File: config.mk
export PLATFORM = sky130hd
export DESIGN_NAME = counter_n_digit
export DESIGN_NICKNAME = d
export VERILOG_FILES = /design/src/rtl/counter_n_digit_pkg.sv /design/src/rtl/counter_n_digit_digit.sv /design/src/rtl/counter_n_digit.sv
export SDC_FILE = /design/constraint.sdc
export NUM_CORES = 1
export LEC_CHECK = 0
export ABC_AREA = 1
export CORE_ASPECT_RATIO = 1.2
export CORE_UTILIZATION = 59
export DETAILED_ROUTE_END_ITERATION = 10
export PLACE_DENSITY = 0.84
export RECOVER_POWER = 25
export SLEW_MARGIN = 20
export SYNTH_ARGS = -nofsm -noshare
export SYNTH_HDL_FRONTEND = slang
export SYNTH_HIERARCHICAL = 1
export SYNTH_SLANG_ARGS = --single-unit
export TNS_END_PERCENT = 50
File: constraint.sdc
create_clock -name i_clk -period 9.5 [get_ports i_clk]
set_input_delay 1.425 -clock i_clk [delete_from_list [all_inputs] [get_ports i_clk]]
set_output_delay 1.425 -clock i_clk [all_outputs]
set_load 0.03 [all_outputs]
File: src/rtl/counter_n_digit_pkg.sv
// Shared constants and helpers for the N-digit up/down counter.
package counter_pkg;

  // Width of one counter digit (one hex or BCD nibble).
  localparam int DIGIT_W    = 4;
  // Largest value a decimal digit may hold.
  localparam int BCD_MAX    = 9;
  // Largest value a hex digit may hold.
  localparam int HEX_MAX    = 15;
  // Largest supported DIGITS value (32-bit count).
  localparam int MAX_DIGITS = 8;

  // Clamp one nibble into the decimal digit range.
  function automatic logic [DIGIT_W-1:0] bcd_sat(input logic [DIGIT_W-1:0] d);
    logic [DIGIT_W-1:0] max_d;
    max_d = DIGIT_W'(BCD_MAX);
    return (d > max_d) ? max_d : d;
  endfunction

endpackage

File: src/rtl/counter_n_digit_digit.sv
// One 4-bit counter digit: steps up or down when i_step is set and reports
// carry (up) or borrow (down) to the next more significant digit.
module counter_digit
  import counter_pkg::*;
(
  input  logic [DIGIT_W-1:0] i_digit,
  input  logic               i_step,
  input  logic               i_up,
  input  logic               i_bcd,
  output logic [DIGIT_W-1:0] o_next,
  output logic               o_carry
);

  logic [DIGIT_W-1:0] w_max;

  // Digit roll point depends on the number base.
  assign w_max = i_bcd ? DIGIT_W'(BCD_MAX) : DIGIT_W'(HEX_MAX);

  // Increment/decrement with carry/borrow out at the digit roll point.
  always_comb begin
    o_next  = i_digit;
    o_carry = 1'b0;
    if (i_step) begin
      if (i_up) begin
        if (i_digit >= w_max) begin
          o_next  = '0;
          o_carry = 1'b1;
        end else begin
          o_next  = i_digit + DIGIT_W'(1);
        end
      end else begin
        if (i_digit == '0) begin
          o_next  = w_max;
          o_carry = 1'b1;
        end else begin
          o_next  = i_digit - DIGIT_W'(1);
        end
      end
    end
  end

endmodule

File: src/rtl/counter_n_digit.sv
// N-digit binary/BCD up/down counter with load, enable, programmable upper
// bound (lower bound 0), wrap/saturate select, terminal flag and rollover pulse.
//
// Control is level-sampled on each rising edge: clear (async) beats load,
// load beats enable; with none active the count holds. There is no
// handshake: every input is taken as-is on the edge it is present.
//
// DIGITS must lie in 1..MAX_DIGITS.
module counter_n_digit
  import counter_pkg::*;
#(
  parameter int DIGITS = 8,
  parameter int BCD    = 0
) (
  input  logic                      i_clk,
  input  logic                      i_clear,
  input  logic                      i_enable,
  input  logic                      i_up_down,
  input  logic                      i_load,
  input  logic                      i_wrap,
  input  logic [DIGIT_W*DIGITS-1:0] i_data,
  input  logic [DIGIT_W*DIGITS-1:0] i_limit,
  output logic [DIGIT_W*DIGITS-1:0] o_count,
  output logic                      o_terminal,
  output logic                      o_rollover
);

  localparam int   W     = DIGIT_W * DIGITS;
  localparam logic L_BCD = (BCD != 0);

  logic [W-1:0]    r_count;
  logic            r_rollover;

  logic [DIGITS:0] w_chain;
  logic [W-1:0]    w_step;
  logic [W-1:0]    w_load_sat;
  logic [W-1:0]    w_load_val;
  logic            w_at_upper;
  logic            w_at_zero;
  logic            w_ovf;
  logic [W-1:0]    w_next;
  logic            w_wrap_evt;

  // Least significant digit always steps; higher digits step on carry/borrow.
  assign w_chain[0] = 1'b1;

  genvar g;
  generate
    for (g = 0; g < DIGITS; g++) begin : g_digit
      counter_digit u_digit (
        .i_digit (r_count[g*DIGIT_W +: DIGIT_W]),
        .i_step  (w_chain[g]),
        .i_up    (i_up_down),
        .i_bcd   (L_BCD),
        .o_next  (w_step[g*DIGIT_W +: DIGIT_W]),
        .o_carry (w_chain[g+1])
      );

      // In decimal mode an out-of-range loaded digit is stored as 9.
      assign w_load_sat[g*DIGIT_W +: DIGIT_W] =
        L_BCD ? bcd_sat(i_data[g*DIGIT_W +: DIGIT_W])
              : i_data[g*DIGIT_W +: DIGIT_W];
    end
  endgenerate

  // Loaded value never exceeds the upper bound.
  assign w_load_val = (w_load_sat > i_limit) ? i_limit : w_load_sat;

  assign w_at_upper = (r_count >= i_limit);
  assign w_at_zero  = (r_count == '0);

  // Ripple overflow out of the top digit on an up step. This only happens
  // below the bound in decimal mode when the limit is above all-nines; the
  // all-nines value is then the effective ceiling.
  assign w_ovf = i_up_down & w_chain[DIGITS];

  // Terminal: the next enabled step would cross a bound.
  assign o_terminal = i_enable & ~i_load &
                      ((i_up_down & w_at_upper) | (~i_up_down & w_at_zero));

  // Next-count selection: load, ripple step, or wrap/saturate at a bound.
  always_comb begin
    w_next     = r_count;
    w_wrap_evt = 1'b0;
    if (i_load) begin
      w_next = w_load_val;
    end else if (i_enable) begin
      if (i_up_down) begin
        if (w_at_upper || w_ovf) begin
          if (i_wrap) begin
            w_next     = '0;
            w_wrap_evt = 1'b1;
          end else if (w_at_upper) begin
            w_next = i_limit;
          end else begin
            w_next = r_count;
          end
        end else begin
          w_next = w_step;
        end
      end else begin
        if (w_at_zero) begin
          if (i_wrap) begin
            w_next     = i_limit;
            w_wrap_evt = 1'b1;
          end
        end else begin
          w_next = w_step;
        end
      end
    end
  end

  // Count and rollover registers; clear aborts any step immediately.
  always_ff @(posedge i_clk or posedge i_clear) begin
    if (i_clear) begin
      r_count    <= '0;
      r_rollover <= 1'b0;
    end else begin
      r_count    <= w_next;
      r_rollover <= w_wrap_evt;
    end
  end

  assign o_count    = r_count;
  assign o_rollover = r_rollover;

endmodule

==> metrics.yaml <==
crit_type: "primary input to register"
cts_buffer_depth: 2
insertion_delay_ns: 0.28
critPathBufInv: 10
rsz0062_at_grt: "false"
clkTransAtPathRegs_ns: 0.06
clkSinkCount: 33
max_cap_viol_count: 1
grt_overflow: 0
setup_ws_ns: 1.06
cts_buffers: 5
grt_pass1_vias: 8722
fp.coreArea_um2: 13400
final_antenna_net_count: 0
cp-end-kind: "register"
cts_root_buf: "clkbuf_16"
area_growth_pct: 16.0
grt_pass1_wl_mm: 40.2
synthTopCellsByArea: "nand2_1, ha_1, dfrtp_1"
grt_usage_pct: 35.1
max_freq_mhz: 118
whs_ns: 0.752
hold_viol: 0
power_density_nw_per_um2: 127
nFillCells: 1265
ys_ff_latch: 33
min_to: "o_count[4]"
drive_gt1_share_pct: 7.75
ys.flop_type: "dfrtp_1"
p_leak_nw: 5.38
yosysSeqAreaShare_pct: 10.1
cts_tree: "done"
crit_start: "i_up_down"
reg2reg_depth: 28
worstSetupStartpointType: "primary input"
synth_common_cells: "nand2_1, inv_1, nand3_1"
critPathMaxFanout: 64
synth_edf_count: 0
dieArea_um2: 14300
antenna_found_initial: 0
min_path_type: "register to register"
first_pass_iters: 6
yosysMostFrequentCell: "nand2_1"
timing.final.crit_period_ns: 8.44
reg2reg_to: "o_count[5]"
drv_slew: 34
num_vias: 9647
ir_drop_mv: 0.0799
yosys.area.top_type: "nand2_1"
start_util_pct: 61.1
fin_tns_setup_ns: 0
gp_congestion: 0.906
rrSetupSlack_ns: 1.24
wl_per_cell_um: 14.3
io_buffers: 103
cts.htree.levels: 2
maxSlewHeadroom_pct: -41.6
syn_area_per_cell_um2: 5.58
antenna-diode-count: 0
cpPeakStageDelay_ns: 0.60
finalClockSkew_ns: 0.00789
critPathRequiredTime_ns: 9.70
hold_depth: 4
slowest_stage: "a211oi_1"
synth_top_area_share_pct: 24.4
crit_family: "compound AO/OA/AOI/OAI gates"
hpwl_mm: 17.7
hp-start: "o_count[4]"
nets: 1727
yosysWarnings: 6
synthDistinctLibCells: 35
grt_max_degree: 66
syn_area_um2: 8160
drt_iter0_drc: 722
num_rows: 46
dp_slack_ns: 0.619
outcome: "finished with violations"
pin_count: 104
worstMarginPinSlew_ns: 2.12
worstPathArrival_ns: 8.64
post_drt_via_cell_ratio: 5.58
r2r_start: "o_count[0]"
die_y_um: 131
violations: "capacitance limit, slew limit"
routed_wl_mm: 24.7
setup_violations: 0
die_w_um: 109
remaining_drc_errors: 0
synthCells: 1463
async_flop_share_pct: 100
fin_crit_sh_pct: 88.9
-- worst max path at each step --
stage                              to  slack (ns)  depth (start not counted)
after floorplan           o_count[14]        2.22                         25
after global placement    o_count[14]        0.90                         27
after detailed placement  o_count[14]        0.62                         26
after CTS                  o_count[5]        0.82                         26
after global routing       o_count[0]        0.18                         27
final                      o_count[5]        1.06                         26
-- worst register-to-register path: cells and delay by family, from the launching register on --
kind                     cells  cell delay (ns)
flip-flops                   1             0.50
AND/OR/NAND/NOR              7             1.73
adder cells (fa/ha/maj)      1             0.22
AO/OA/AOI/OAI                9             3.84
buffers and inverters       11             1.87
-- state kept, by name, indices dropped and copies added, names as in the netlist --
name and cells:
o_count 32, o_rollover 1
-- routing by layer --
metal | GRT usage [%] | routed length [µm]
met1 | 42.4 | 10100
met3 | 4.41 | 1910
met2 | 61.7 | 11800
met5 | 0 | 0
met4 | 15.8 | 860
-- power by group --
part | leakage, nW | switching (W) | internal [W] | total [W]
registers | 0.386 | 0.000104 | 0.000164 | 0.000268
logic | 4.93 | 0.000469 | 0.000306 | 0.000775
clock network | 0.0706 | 0.0000653 | 0.0000964 | 0.000162
total | 5.38 | 0.000638 | 0.000566 | 0.00120
-- per-stage QoR --
stage	total power [W]	area [µm²]	instances	util (%)
2_1_floorplan	0.000816	8300	1499	-
3_3_place_gp	0.00101	9320	1722	69.8
3_5_place_dp	0.00103	9320	1722	69.8
4_1_cts	0.00119	9460	1730	70.8
5_1_grt	0.00132	9470	1730	70.9
6_report	0.00120	9470	1730	70.9
-- logic make-up after synthesis --
| group | after synthesis | share of synthesized area (%) |
|---|---|---|
| other cells | 2 | 0.0920 |
| xor+xnor | 8 | 0.859 |
| fa+ha+maj | 96 | 14.7 |
| buf+inv | 298 | 14.9 |
| flops | 33 | 10.1 |
| compound gates | 165 | 12.3 |
| simple gates | 861 | 47.0 |
-- area by class of cell --
type / instances / area, µm² / area share (%)
clock buffers: 6 / 129 / 1.36
clock inverters: 2 / 10.0 / 0.106
inverters: 236 / 896 / 9.46
multi-input cells: 1168 / 6270 / 66.2
flip-flops and latches: 33 / 826 / 8.72
well taps: 168 / 210 / 2.22
repair buffers: 117 / 1130 / 11.9
-- placed cells by master, fill, tap and decap left out, drive strengths merged --
master | synthesis | layout
a211oi | 8 | 8
a21o | 2 | 2
a21oi | 107 | 107
and2 | 1 | 1
buf | 39 | 14
clkbuf | 23 | 7
clkdlybuf4s50 | 0 | 101
clkinv | 9 | 11
conb | 2 | 38
dfrtp | 33 | 33
dlygate4sd3 | 0 | 1
ha | 96 | 96
inv | 227 | 227
nand2 | 557 | 557
nand3 | 143 | 143
nand4 | 49 | 49
nor2 | 100 | 100
nor3 | 5 | 5
nor4 | 6 | 6
o2111ai | 1 | 1
o211ai | 32 | 32
o21a | 2 | 2
o21ai | 13 | 13
xor2 | 8 | 8
-- repair_timing --
item                                    4_1_cts  5_1_grt
setup buffers                                 0        0
hold buffers                                  0        0
resized for setup                             0        1
endpoints found under the setup margin        0       32
(Power assumes the default switching activity.)
